`src/rtl/cpu_trace_uart_tx_pkg.sv`:
```
// Shared types and frame layout for the CPU trace UART transmitter.
// Frame length depends on TRACE_CHECKSUM_EN (adds a trailing XOR byte).
package cpu_trace_pkg;

    typedef enum logic [1:0] {
        IDLE,
        START,
        DATA,
        STOP
    } tx_state_t;

`ifdef TRACE_CHECKSUM_EN
    localparam int unsigned FRAME_LEN = 12;
`else
    localparam int unsigned FRAME_LEN = 11;
`endif

    localparam logic [3:0] IDX_SYNC  = 4'd0;
    localparam logic [3:0] IDX_PC    = 4'd1;
    localparam logic [3:0] IDX_R0    = 4'd2;
    localparam logic [3:0] IDX_FLAGS = 4'd10;
    localparam logic [3:0] IDX_CSUM  = 4'd11;

    localparam logic [7:0] DEFAULT_SYNC_BYTE = 8'hA5;

endpackage

```
`src/rtl/cpu_trace_uart_tx_if.sv`:
```
// Retire-snapshot handshake between the core (master) and the trace transmitter (slave).
interface cpu_trace_uart_tx_if;

    logic        trace_valid;
    logic        trace_ready;
    logic [7:0]  pc_in;
    logic [63:0] regs_in;
    logic [3:0]  flags_in;

    modport master (
        output trace_valid, pc_in, regs_in, flags_in,
        input  trace_ready
    );

    modport slave (
        input  trace_valid, pc_in, regs_in, flags_in,
        output trace_ready
    );

endinterface

```
`src/rtl/cpu_trace_uart_tx_byte.sv`:
```
// 8N1 byte serializer: owns baud timing and the START/DATA/STOP sequence.
// A start asserted together with done chains the next byte with no idle gap.
module uart_tx_byte
    import cpu_trace_pkg::*;
#(
    parameter int unsigned CLKS_PER_BIT = 868
) (
    input  logic       clk,
    input  logic       rst,
    input  logic       start,
    input  logic [7:0] data_in,
    output logic       done,
    output logic       busy,
    output logic       tx
);

    localparam int unsigned BW = $clog2(CLKS_PER_BIT);

    tx_state_t     state, state_next;
    logic [BW-1:0] baud_cnt;
    logic [2:0]    bit_cnt;
    logic [7:0]    shreg;
    logic          baud_last;
    logic          load;

    assign baud_last = (baud_cnt == BW'(CLKS_PER_BIT - 1));
    assign busy      = (state != IDLE);

    always_ff @(posedge clk or posedge rst) begin
        if (rst) begin
            state <= IDLE;
        end else begin
            state <= state_next;
        end
    end

    always_comb begin
        state_next = state;
        done       = 1'b0;
        load       = 1'b0;
        tx         = 1'b1;
        case (state)
            IDLE: begin
                if (start) begin
                    load       = 1'b1;
                    state_next = START;
                end
            end
            START: begin
                tx = 1'b0;
                if (baud_last) state_next = DATA;
            end
            DATA: begin
                tx = shreg[0];
                if (baud_last && bit_cnt == 3'd7) state_next = STOP;
            end
            STOP: begin
                if (baud_last) begin
                    done       = 1'b1;
                    load       = start;
                    state_next = start ? START : IDLE;
                end
            end
            default: state_next = IDLE;
        endcase
    end

    always_ff @(posedge clk or posedge rst) begin
        if (rst) begin
            baud_cnt <= '0;
            bit_cnt  <= '0;
            shreg    <= '0;
        end else begin
            if (state == IDLE || baud_last) begin
                baud_cnt <= '0;
            end else begin
                baud_cnt <= baud_cnt + 1'b1;
            end

            if (load) begin
                shreg   <= data_in;
                bit_cnt <= '0;
            end else if (state == DATA && baud_last) begin
                shreg   <= {1'b0, shreg[7:1]};
                bit_cnt <= bit_cnt + 3'd1;
            end
        end
    end

endmodule

```
`src/rtl/cpu_trace_uart_tx.sv`:
```
// CPU retire-snapshot trace transmitter: captures PC/R0..R7/flags and streams a UART frame.
// Optional TRACE_CHECKSUM_EN appends an XOR checksum byte over PC..flags.
module cpu_trace_uart_tx
    import cpu_trace_pkg::*;
#(
    parameter int unsigned CLKS_PER_BIT = 868,
    parameter logic [7:0]  SYNC_BYTE    = DEFAULT_SYNC_BYTE
) (
    input  logic                  clk,
    input  logic                  rst,
    cpu_trace_uart_tx_if.slave    trace,
    output logic                  tx,
    output logic                  busy,
    output logic                  dropped,
    output logic [7:0]            drop_count
);

    logic        accept;
    logic        start;
    logic        done;
    logic        more;
    logic [3:0]  byte_idx;
    logic [3:0]  next_idx;
    logic [2:0]  reg_sel;
    logic [7:0]  byte_data;
    logic [7:0]  pc_q;
    logic [63:0] regs_q;
    logic [3:0]  flags_q;

    assign trace.trace_ready = ~busy;
    assign accept  = trace.trace_valid & trace.trace_ready;
    assign dropped = trace.trace_valid & ~trace.trace_ready;
    assign more    = (byte_idx < 4'(FRAME_LEN - 1));
    assign start   = accept | (done & more);

`ifdef TRACE_CHECKSUM_EN
    logic [7:0] csum;
    always_comb begin
        csum = pc_q ^ {4'b0, flags_q};
        for (int unsigned i = 0; i < 8; i++) begin
            csum = csum ^ regs_q[8*i +: 8];
        end
    end
`endif

    // Mux selects the byte for the index about to be loaded, so SYNC needs no snapshot.
    always_comb begin
        next_idx  = accept ? IDX_SYNC : byte_idx + 4'd1;
        reg_sel   = 3'(next_idx - IDX_R0);
        byte_data = regs_q[{reg_sel, 3'b000} +: 8];
        case (next_idx)
            IDX_SYNC:  byte_data = SYNC_BYTE;
            IDX_PC:    byte_data = pc_q;
            IDX_FLAGS: byte_data = {4'b0, flags_q};
`ifdef TRACE_CHECKSUM_EN
            IDX_CSUM:  byte_data = csum;
`endif
            default:   ;
        endcase
    end

    always_ff @(posedge clk or posedge rst) begin
        if (rst) begin
            pc_q       <= '0;
            regs_q     <= '0;
            flags_q    <= '0;
            byte_idx   <= '0;
            drop_count <= '0;
        end else begin
            if (accept) begin
                pc_q    <= trace.pc_in;
                regs_q  <= trace.regs_in;
                flags_q <= trace.flags_in;
            end
            if (start) begin
                byte_idx <= next_idx;
            end
            if (dropped && drop_count != '1) begin
                drop_count <= drop_count + 8'd1;
            end
        end
    end

    uart_tx_byte #(
        .CLKS_PER_BIT(CLKS_PER_BIT)
    ) u_byte (
        .clk     (clk),
        .rst     (rst),
        .start   (start),
        .data_in (byte_data),
        .done    (done),
        .busy    (busy),
        .tx      (tx)
    );

endmodule

```
`src/flat_wrapper.sv`:
```
// flat-port wrapper written by rule: the top's interface ports become plain ports
module cpu_trace_uart_tx_flat import cpu_trace_pkg::*;
#(
    parameter int unsigned CLKS_PER_BIT = 868,
    parameter logic [7:0]  SYNC_BYTE    = DEFAULT_SYNC_BYTE
)
  (clk, rst, tx, busy, dropped, drop_count, trace_trace_valid, trace_pc_in, trace_regs_in, trace_flags_in, trace_trace_ready);
  cpu_trace_uart_tx_if trace_i ();
  input  logic clk;
  input  logic rst;
  output logic tx;
  output logic busy;
  output logic dropped;
  output logic [7:0] drop_count;
  input wire logic [$bits(trace_i.trace_valid)-1:0] trace_trace_valid;
  input wire logic [$bits(trace_i.pc_in)-1:0] trace_pc_in;
  input wire logic [$bits(trace_i.regs_in)-1:0] trace_regs_in;
  input wire logic [$bits(trace_i.flags_in)-1:0] trace_flags_in;
  output wire logic [$bits(trace_i.trace_ready)-1:0] trace_trace_ready;
  assign trace_i.trace_valid = trace_trace_valid;
  assign trace_i.pc_in = trace_pc_in;
  assign trace_i.regs_in = trace_regs_in;
  assign trace_i.flags_in = trace_flags_in;
  assign trace_trace_ready = trace_i.trace_ready;
  cpu_trace_uart_tx #(.CLKS_PER_BIT(CLKS_PER_BIT), .SYNC_BYTE(SYNC_BYTE)) u_core (.clk(clk), .rst(rst), .trace(trace_i), .tx(tx), .busy(busy), .dropped(dropped), .drop_count(drop_count));
endmodule
```
`config.mk`:
```
export PLATFORM = sky130hd
export DESIGN_NAME = cpu_trace_uart_tx_flat
export DESIGN_NICKNAME = d
export VERILOG_FILES = /design/src/rtl/cpu_trace_uart_tx_pkg.sv /design/src/rtl/cpu_trace_uart_tx_if.sv /design/src/rtl/cpu_trace_uart_tx_byte.sv /design/src/rtl/cpu_trace_uart_tx.sv /design/src/flat_wrapper.sv
export SDC_FILE = /design/constraint.sdc
export NUM_CORES = 1
export LEC_CHECK = 0
export CAP_MARGIN = 20
export CORE_MARGIN = 1.5
export CORE_UTILIZATION = 55
export CTS_CLUSTER_SIZE = 12
export DETAILED_ROUTE_END_ITERATION = 12
export HOLD_SLACK_MARGIN = 0.12
export MAX_ROUTING_LAYER = met4
export PLACE_DENSITY = 0.86
export SLEW_MARGIN = 5
export SYNTH_ARGS = -nofsm -noshare
export SYNTH_HDL_FRONTEND = slang
export SYNTH_SLANG_ARGS = --single-unit
```
`constraint.sdc`:
```
create_clock -name clk -period 6.9 [get_ports clk]
set_input_delay 1.035 -clock clk [delete_from_list [all_inputs] [get_ports clk]]
set_output_delay 1.035 -clock clk [all_outputs]
set_load 0.01 [all_outputs]
```
# --- Yosys cells after proc, flatten, opt, wreduce, memory -nomap -nowiden ---
# Cells that the tools add are included.
totals:
  ff_bits: 111
  input_bits: 79
  out_inout_bits: 12
op_classes:
  n_addsub: 5
  magnitude_cmp: 1
  n_eq_ne: 12
  n_shift: 1
  n_mux: 19
  bitwise: 5
  reduce_logical: 9
op_table:
  columns: ["cell", "n"]
  rows:
  - ["indexed part select 64 x 7 -> 8 bit", 1]
  - ["one-hot mux 8 bit (3 select lines)", 1]
  - ["two-way mux 8 bit", 2]
  - ["adder 10 x 1 -> 10 bit (second input constant)", 1]
  - ["== test 10 bit (second input constant)", 1]
  - ["two-way mux 10 bit", 1]
  - ["adder 8 x 1 -> 8 bit (second input constant)", 1]
  - ["two-way mux 2 bit", 4]
  - ["inequality test 2 bit (second input constant)", 4]
  - ["inequality test 8 bit (second input constant)", 1]
  - ["one-hot mux 2 bit (4 select lines)", 1]
  - ["two-way mux 3 bit", 2]
  - ["two-way mux 1 bit", 5]
  - ["adder 4 x 1 -> 4 bit (second input constant)", 1]
  - ["== test 2 bit (second input constant)", 2]
  - ["== test 4 x 1 -> 1 bit (second input constant)", 1]
  - ["== test 4 bit (second input constant)", 1]
  - ["logical NOT 4 bit", 1]
  - ["less-than comparator 4 bit (second input constant)", 1]
  - ["two-way mux 4 bit", 1]
  - ["one-hot mux 1 bit (2 select lines)", 2]
  - ["AND reduction 4 bit", 1]
  - ["nonzero test 2 bit", 2]
  - ["adder 3 x 1 -> 3 bit (second input constant)", 1]
  - ["other kinds (9)", 13]

# --- Longest topological paths before layout ---
# Gate-level depths: netlist of run 1.
logic_depth:
  ltp_word: 8
  ltp_mapped: 9
  mapped_depth_nobuf: 8

# --- Cells and area by module ---
# From an unflattened synthesis of run 1, not the netlist that was laid out.
hier_totals:
  cells_unflattened: 630
  hier_area_um2: 5743.0
by_module_without_submodules:
  columns: ["mod", "instances", "cells_per_inst", "area_per_inst_um2"]
  rows:
  - ["cpu_trace_uart_tx", 1, 519, 4409.2]
  - ["uart_tx_byte", 1, 111, 1333.8]

# --- Least setup slack after synthesis of run 1 ---
# Ideal clock, no wire load.
synth_path:
  path_kind: "input to register"
  from: "input port trace_trace_valid"
  to: "register u_core.u_byte.shreg[0]"
  setup_ps: 122
  arrival_ps: 2124
  required_ps: 6778
  path_slack_ps: 4654
  path_stages: 6
  path_buffers: 1
  cell_sequence: "and2_4 -> buf_6 -> or3_4 -> o32ai_1 -> nor2_1 -> o22a_1"
synth_via:
  elab_chain_cells: 6
synth_rtl:
  columns: ["element", "line", "rtl"]
  rows:
  - ["start, declared", "flat_wrapper.sv:15", "input wire logic [$bits(trace_i.trace_valid)-1:0] trace_trace_valid;"]
  - ["AND 1 bit (*)", "cpu_trace_uart_tx.sv:31", "assign accept = trace.trace_valid & trace.trace_ready;"]
  - ["two-way mux 4 bit", "cpu_trace_uart_tx.sv:48", "next_idx = accept ? IDX_SYNC : byte_idx + 4'd1;"]
  - ["subtractor 3 x 2 -> 3 bit", "cpu_trace_uart_tx.sv:49", "reg_sel = 3'(next_idx - IDX_R0);"]
  - ["indexed part select 64 x 7 -> 8 bit", "cpu_trace_uart_tx.sv:50", "byte_data = regs_q[{reg_sel, 3'b000} +: 8];"]
  - ["one-hot mux 8 bit (3 select lines)", "cpu_trace_uart_tx.sv:51", "case (next_idx)"]
  - ["two-way mux 8 bit", "cpu_trace_uart_tx_byte.sv:80", "if (load) begin"]
  - ["end signal, assigned", "cpu_trace_uart_tx_byte.sv:81", "shreg <= data_in;"]
  - ["end signal, assigned", "cpu_trace_uart_tx_byte.sv:84", "shreg <= {1'b0, shreg[7:1]};"]
  - ["end, declared", "cpu_trace_uart_tx_byte.sv:22", "logic [7:0] shreg;"]
# Mark *: on every way between the ends. The rest lies on a longest branch, timed or not.
# A chain may end at the register's enable or synchronous reset.

# --- Final worst setup path of run 1 ---
layout_path:
  from: "input port trace_trace_valid"
  to: "output port dropped"
layout_via:
  elab_chain_cells: 1
layout_rtl:
  columns: ["element", "line", "rtl"]
  rows:
  - ["AND 1 bit", "cpu_trace_uart_tx.sv:32", "assign dropped = trace.trace_valid & ~trace.trace_ready;"]
  - ["end, declared", "flat_wrapper.sv:13", "output logic dropped;"]
# No other way between the ends.

==> results of run 1 <==
## layout by cell type (no fill, tap or decap), types with 3 or more instances in the layout
cell             instances
nand2_1                240
dfrtp_1                111
clkdlybuf4s50_1         90
nor2_1                  33
mux2i_1                 19
nand3_1                 18
mux2_2                  13
xor2_1                  12
a21oi_1                 10
ha_1                    10
clkbuf_8                10
xnor2_1                  9
inv_1                    8
o22ai_1                  8
o221ai_1                 7
and3_1                   7
o21ai_0                  7
nand3b_1                 5
a2bb2oi_1                4
nand2b_1                 4
buf_4                    4
and4_1                   3
o21a_1                   3
## path summary, 6_finish.rpt
kind                       slack (ps)  cells after the start                  endpoint
setup / recovery                 3470                      4                   dropped
hold / removal                    480                      2         u_core.regs_q[12]
setup reg to reg                 3940                      7    u_core.u_byte.shreg[3]
hold reg to reg                   480                      2         u_core.regs_q[12]
max in group asynchronous        4600                      3  u_core.u_byte.bit_cnt[2]
min in group asynchronous        1070                      2          u_core.regs_q[6]
## per-layer routing
metal / global-route usage [%] / share of wire, % / vias to the layer above
met4: 7.14 / 1.9 / 0
met1: 30.7 / 43 / 2179
met5: - / 0 / -
met3: 4.78 / 3.6 / 22
li1: - / - / 2198
met2: 42.5 / 52 / 103
## per-stage QoR
stage / hold WS (ps) / utilization (%) / setup WS [ps] / std cells / power, uW
floorplan: 437 / - / 2930 / 616 / 754
global placement: 453 / 66.3 / 3510 / 809 / 846
detailed placement: 458 / 66.3 / 3490 / 809 / 853
CTS: 484 / 68.3 / 3480 / 825 / 1240
global route: 505 / 68.3 / 3360 / 825 / 1270
finish: 480 / 68.3 / 3470 / 825 / 1230
## cells by family after synthesis
family                   Yosys count
AO/OA/AOI/OAI                     70
XOR/XNOR                          22
adder cells (fa/ha/maj)           10
buffers and inverters             43
flip-flops                       111
multiplexers                      33
AND/OR/NAND/NOR                  327
## registers in the layout, indices dropped and copies added, names as in the netlist
signal	count
u_core.regs_q	64
u_core.u_byte.baud_cnt	10
u_core.drop_count	8
u_core.pc_q	8
u_core.u_byte.shreg	8
u_core.byte_idx	4
u_core.flags_q	4
u_core.u_byte.bit_cnt	3
u_core.u_byte.state	2
## cell usage after synthesis, types with 2 or more instances
master	count
nand2_1	241
dfrtp_1	111
nor2_1	33
mux2i_1	19
nand3_1	18
clkbuf_1	16
mux2_2	13
xor2_1	12
a21oi_1	10
ha_1	10
inv_1	9
xnor2_1	9
buf_2	8
o22ai_1	8
and3_1	7
o21ai_0	7
o221ai_1	7
nand3b_1	5
a2bb2oi_1	4
buf_4	4
nand2b_1	4
and4_1	3
buf_1	3
buf_6	3
o21a_1	3
a21o_1	2
a221oi_1	2
a31oi_1	2
nand4_1	2
nor2b_1	2
o211ai_1	2
o22a_1	2
o31ai_1	2
o32ai_1	2
or3_1	2
## cell type report
type                            instances  area (um2)
Fill cell                             835        3110
Sequential cell                       111        2780
Multi-Input combinational cell        462        2600
Timing Repair Buffer                   94         931
Tap cell                              133         166
Clock buffer                           10         138
Clock inverter                          6        57.6
Inverter                                9        36.3
## worst min-delay path, delay by kind of cell (launching register included)
kind	cells	cell delay (ps)
and+or+nand+nor	2	100
DFF	1	350
## power by group through the flow
stage	clock network, uW	logic (uW)	registers (uW)
global route	419	154	701
detailed placement	0	144	709
global placement	0	140	706
floorplan	0	39.3	714
CTS	395	145	696
finish	388	142	697
==> impl_metrics.ini, run 1 <==
[clocking]
h-tree-depth = 3
cts_max_path_buffers = 2
ctsResizeCount = 0
cts_num_sinks = 111
cts_buffers = 9
clk_pin_slew_ps = 100
clk_latency_ps = 380
ctsHoldBuffers = 0
cts_setup_buffers = 0
cts_tree = built
cts_root_buf = clkbuf_8

[setup_path]
cp_data_arrival_time_ps = 2400
cp-end-kind = output pin
critPathSlowestCell = clkdlybuf4s50_1
cp.required_ps = 5860
path_max_fanout = 6
worst_path_largest_cell_delay_ps = 600
cpMostUsedCell = clkdlybuf4s50_1
timing.rr.start = u_core.byte_idx[0]
critical_path.cell_chain = clkdlybuf4s50_1 > nand2b_1 > inv_1 > clkdlybuf4s50_1
critPathLaunchType = input pin
crit_buf_inv = 3
critPathKind = in2out
cp_top_family = buffers and inverters
crit_path_start = trace_trace_valid

[status]
status = finished clean

[synth]
synthSimpleGateAreaFrac_pct = 25.1
yosys-top-cells-area = dfrtp_1 (50%), nand2_1 (16%), mux2i_1 (3.4%)
syn_area_per_cell_um2 = 9.07
yosysWarningCount = 0
ys.flop_type = dfrtp_1
synthCells = 616
synth_area_um2 = 5590
syn_nets = 705
yosysUniqueCellTypes = 64
synthAdderAreaFrac_pct = 2.24
seq_area_frac_synth_pct = 49.7
synth_top_family_by_area = simple AND/OR/NAND/NOR gates
synth_edf_count = 0
synth_compound_area_share_pct = 9.36
yosys.area.top_type_share_pct = 49.7
synth-xor-area-share_pct = 3.58
yosysTopAreaCell = dfrtp_1
async_flop_share_pct = 100
post_synth_mux_area_share_pct = 6.23
synth_seq_cells = 111

[timing]
setup_viol = 0
slew_headroom_pct = 33.7
rsz0062_at_grt = false
clock.fmax_mhz = 291
tightest_slew_ps = 988
finalSetupTns_ps = 0
period_share_pct = 49.7
fin_skew_ps = 13.1
post-route-min-period_ps = 3430
hold_viol_final = 0
drv_slew = 0

[layout]
finish.instance_area_um2 = 6710
area_growth_pct = 20.1
nNetsFinal = 776
drive_gt1_share_pct = 6.94
n_antenna_cell = 0

[global_routing]
grt_usage_pct = 25.0
grt_pass1_vias = 4504
antenna_found_initial = 0
grt_overflow_total = 0
grt_max_degree = 93
grt_pass1_wl_um = 21200

[floorplan]
core_area_um2 = 9820
rows = 36
io_pins = 91
initial_utilization_pct = 56.9
die_area_um2 = 10800
die_w_um = 104
die_h_um = 104

[route]
drc = 0
vias_per_cell = 5.46
ant_nets = 0
drt_iter0_drc = 277
wl_um = 12600
avgRoutedWirePerCell_um = 15.2
via_count = 4502
first_pass_iters = 5

[power]
p_clk_share_pct = 31.6
combPwrFrac_pct = 11.6
pwr-share-seq_pct = 56.8
power.leakage_uw = 0.00334
p_int_uw = 912
powerDensity_nw_per_um2 = 183
switchingPower_uw = 315
p_sw_share_pct = 25.7
peakVddDrop_v = 0.000124

[hold_path]
hold_class = reg2reg
hp-start = u_core.regs_q[12]

[job]
drv_cap = 0

[place]
dp_hpwl_um = 8980
gp_congestion = 0.862
place_area_um2 = 6510
io_buffer_count = 90
Note: power is estimated with default switching activity, not from simulation.
==> run 2, diff against run 1 <==
--- a/config.mk
+++ b/config.mk
@@ -7,12 +7,12 @@
 export LEC_CHECK = 0
 export CAP_MARGIN = 20
 export CORE_MARGIN = 1.5
-export CORE_UTILIZATION = 55
+export CORE_UTILIZATION = 49
 export CTS_CLUSTER_SIZE = 12
 export DETAILED_ROUTE_END_ITERATION = 12
 export HOLD_SLACK_MARGIN = 0.12
 export MAX_ROUTING_LAYER = met4
-export PLACE_DENSITY = 0.86
+export PLACE_DENSITY = 0.81
 export SLEW_MARGIN = 5
 export SYNTH_ARGS = -nofsm -noshare
 export SYNTH_HDL_FRONTEND = slang
==> constraint.sdc (replaced) <==
create_clock -name clk -period 2.9 [get_ports clk]
set_input_delay 0.435 -clock clk [delete_from_list [all_inputs] [get_ports clk]]
set_output_delay 0.435 -clock clk [all_outputs]
set_load 0.01 [all_outputs]
==> impl_metrics.ini, run 2 (synthesized netlist as in run 1, its figures left out) <==
[layout]
final_common_cell = nand2_1
final_util_pct = 62.8
largest-register = u_core.regs_q
top_regs = u_core.regs_q x64, u_core.u_byte.baud_cnt x10
drive_gt1_share_pct = 7.59
layout_common_cells = nand2_1 (240), dfrtp_1 (111), clkdlybuf4s50_1 (90)
n_antenna_cell = 0
nNetsFinal = 782
area_growth_pct = 23.5
largest_reg_flops = 64

[timing]
finalSetupTns_ps = 0
tightest_slew_ps = 609
fin_skew_ps = 7.07
hold_viol_final = 0
slew_headroom_pct = 59.4
setup_viol = 0
period_share_pct = 86.9
clock.fmax_mhz = 397
post-route-min-period_ps = 2520
rsz0062_at_grt = false
drv_slew = 0

[global_routing]
grt_pass1_wl_um = 21300
grt_max_degree = 112
grt_usage_pct = 23.5
grt_pass1_vias = 4623
antenna_found_initial = 0
grt_overflow_total = 0

[route]
drc = 0
ant_nets = 0
wl_um = 12900
vias_per_cell = 5.52
avgRoutedWirePerCell_um = 15.4
via_count = 4622
first_pass_iters = 5
drt_iter0_drc = 276

[floorplan]
io_pins = 91
rows = 38
core_area_um2 = 11000
initial_utilization_pct = 50.9
die_w_um = 110
die_area_um2 = 12100
die_h_um = 110

[power]
powerDensity_nw_per_um2 = 475
peakVddDrop_v = 0.000449
power.leakage_uw = 0.00341

[job]
drv_cap = 0

[setup_path]
cp.required_ps = 2470
cp_data_arrival_time_ps = 2090
reg2reg_depth = 7
cp-end-kind = output pin
critPathKind = reg2out
path_max_fanout = 8
critPathLaunchType = flip-flop

[place]
gp_congestion = 0.887
io_buffer_count = 90
dp_hpwl_um = 9250

[hold_path]
hold_path_depth = 2
hold_class = reg2reg

[clocking]
cts_tree = built
cts_setup_buffers = 0
cts_buffers = 9
cts_num_sinks = 111
h-tree-depth = 3
clk_latency_ps = 350
ctsResizeCount = 0
ctsHoldBuffers = 0
cts_max_path_buffers = 2
cts_root_buf = clkbuf_16
clk_pin_slew_ps = 70

[status]
status = finished clean
-- run 2: critical path, stage by stage (launching register included) --
cell and delay [ps]:
dfrtp_1 390, inv_1 120, ha_1 340, nand2b_1 230, inv_1 110, clkdlybuf4s50_1 550
-- run 2: area by class of cell --
cell class,count,area (um2)
Fill cell,855,4080
Multi-Input combinational cell,462,2600
Timing Repair Buffer,100,1000
Clock buffer,11,243
Inverter,9,37.5
Sequential cell,111,2780
Tap cell,140,175
Clock inverter,5,65.1
-- run 2: layer usage --
layer / GRT usage [%] / vias up / share of wire, %
met4: 8.72 / 0 / 2.3
met5: - / - / 0
li1: - / 2205 / -
met3: 4.45 / 33 / 4.4
met1: 29.1 / 2248 / 43
met2: 38.3 / 136 / 50
-- run 2: power by group --
group / leakage (uW) / total [uW] / switching, uW / internal [uW]
Clock: 0.000144 / 1280 / 572 / 703
Sequential: 0.00149 / 1660 / 64.4 / 1590
Combinational: 0.00177 / 344 / 125 / 219
Total: 0.00341 / 3280 / 761 / 2520
-- run 2: worst paths after layout --
path	to	slack (ps)	startpoint
max	dropped	380	u_core.u_byte.state[0]
min	u_core.regs_q[27]	470	u_core.regs_q[27]
max reg2reg	u_core.u_byte.shreg[3]	510	u_core.byte_idx[1]
min reg2reg	u_core.regs_q[27]	470	u_core.regs_q[27]
max in group asynchronous	u_core.regs_q[11]	1840	rst
min in group asynchronous	u_core.regs_q[4]	570	rst
-- run 2: stage by stage --
stage	cell area (um2)	hold WS (ps)	total power, uW	worst slack, ps	instances
global route	6900	495	3400	311	838
CTS	6900	477	3300	388	838
global placement	6590	450	2020	501	822
finish	6900	474	3280	380	838
floorplan	5590	437	1790	882	616
detailed placement	6590	457	2040	466	822
==> run 3, diff against run 2 <==
--- a/config.mk
+++ b/config.mk
@@ -6,7 +6,7 @@
 export NUM_CORES = 1
 export LEC_CHECK = 0
 export CAP_MARGIN = 20
-export CORE_MARGIN = 1.5
+export CORE_MARGIN = 5
 export CORE_UTILIZATION = 49
 export CTS_CLUSTER_SIZE = 12
 export DETAILED_ROUTE_END_ITERATION = 12
==> impl_metrics.ini, run 3 (synthesized netlist as in run 1, its figures left out) <==
[layout]
final_common_cell = nand2_1
largest-register = u_core.regs_q
layout_common_cells = nand2_1 (240), dfrtp_1 (111), clkdlybuf4s50_1 (90)
n_antenna_cell = 0
finish.instance_area_um2 = 6910
largest_reg_flops = 64
nNetsFinal = 784
top_regs = u_core.regs_q x64, u_core.u_byte.baud_cnt x10
drive_gt1_share_pct = 7.87
area_growth_pct = 23.7

[setup_path]
critPathKind = reg2out
r2r-end = u_core.u_byte.shreg[6]
path_max_fanout = 8
cp_data_arrival_time_ps = 2000
reg2reg_depth = 7
reg2reg_slack_ps = 530
critPathLaunchType = flip-flop
cp.required_ps = 2470
timing.rr.start = u_core.byte_idx[1]
cp-end-kind = output pin
crit_path_start = u_core.u_byte.state[1]
worstSetupEndpoint = dropped

[floorplan]
die_h_um = 117
rows = 39
io_pins = 91
die_area_um2 = 13600
initial_utilization_pct = 49.6
die_w_um = 117
core_area_um2 = 11300

[clocking]
ctsHoldBuffers = 0
ctsResizeCount = 0
cts_num_sinks = 111
clk_latency_ps = 350
clk_pin_slew_ps = 70
cts_tree = built
cts_setup_buffers = 0
cts_buffers = 9
cts_root_buf = clkbuf_16
h-tree-depth = 3
cts_max_path_buffers = 2

[timing]
tightest_slew_ps = 672
setup_viol = 0
post-route-min-period_ps = 2440
fin_skew_ps = 4.73
period_share_pct = 84.0
drv_slew = 0
worst_slack_ps = 464
slew_headroom_pct = 55.1
finalSetupTns_ps = 0
hold_viol_final = 0
rsz0062_at_grt = false
clock.fmax_mhz = 410

[place]
dp_hpwl_um = 9730
gp_congestion = 0.919
place_area_um2 = 6610
io_buffer_count = 90
place_ws_ps = 492

[global_routing]
grt_pass1_wl_um = 22000
grt_usage_pct = 21.2
antenna_found_initial = 0
grt_pass1_vias = 4625
grt_overflow_total = 0
grt_max_degree = 67

[route]
vias_per_cell = 5.40
avgRoutedWirePerCell_um = 15.7
via_count = 4549
wl_um = 13300
drt_iter0_drc = 343
ant_nets = 0
drc = 0
first_pass_iters = 5

[power]
p_int_uw = 2490
power.leakage_uw = 0.00342
powerDensity_nw_per_um2 = 468
p_total_uw = 3240
pwr-share-seq_pct = 51.2
switchingPower_uw = 748
peakVddDrop_v = 0.000424
combPwrFrac_pct = 10.7
p_clk_share_pct = 38.1
p_sw_share_pct = 23.1

[job]
drv_cap = 0

[hold_path]
hold_class = reg2reg
hp-start = u_core.regs_q[14]

[status]
status = finished clean
## run 3: cell count changes in the layout (fill, tap and decap cells not counted)
cell and change:
buf_4 +2, clkbuf_1 -1, clkbuf_8 -1, clkinv_2 +1
## run 3: worst min path at each step
stage,to,cells past startpoint
5_1_grt,u_core.regs_q[16],2
2_1_floorplan,u_core.regs_q[13],2
4_1_cts,u_core.regs_q[14],2
3_5_place_dp,u_core.regs_q[6],2
3_3_place_gp,u_core.regs_q[6],2
6_report,u_core.regs_q[14],2
## run 3: final cells by class
class | instances | area, um2
sequential | 111 | 2780
multi-input combinational | 462 | 2600
clock buffer | 9 | 225
tap | 143 | 179
timing repair buffer | 102 | 1020
fill | 938 | 4360
clock inverter | 6 | 70.1
inverter | 9 | 37.5
## run 3: worst max-delay path, stage by stage, from the launching register on
cell and delay [ps]:
dfrtp_1 410, inv_1 110, ha_1 300, nand2b_1 210, inv_1 90, clkdlybuf4s50_1 540
## run 3: per-layer routing
metal | vias to the layer above | track usage [%] | routed length (um)
met5 | - | - | 0
met4 | 0 | 4.82 | 187
met3 | 17 | 4.94 | 702
met2 | 147 | 34.6 | 6730
met1 | 2174 | 27.0 | 5640
li1 | 2211 | - | -
## run 3: metrics by stage
step | std cells | hold slack [ps] | util (%)
3_5_place_dp | 827 | 462 | 58.7
4_1_cts | 842 | 479 | 61.3
3_3_place_gp | 827 | 457 | 58.7
5_1_grt | 842 | 498 | 61.3
2_1_floorplan | 616 | 437 | -
6_report | 842 | 476 | 61.3
## run 3: power by group through the flow
| stage | Sequential [uW] | Clock (uW) | Combinational [uW] |
|---|---|---|---|
| global placement | 1680 | 0 | 342 |
| finish | 1660 | 1230 | 346 |
| floorplan | 1700 | 0 | 93.8 |
| global route | 1670 | 1320 | 383 |
| detailed placement | 1690 | 0 | 351 |
| CTS | 1660 | 1260 | 353 |
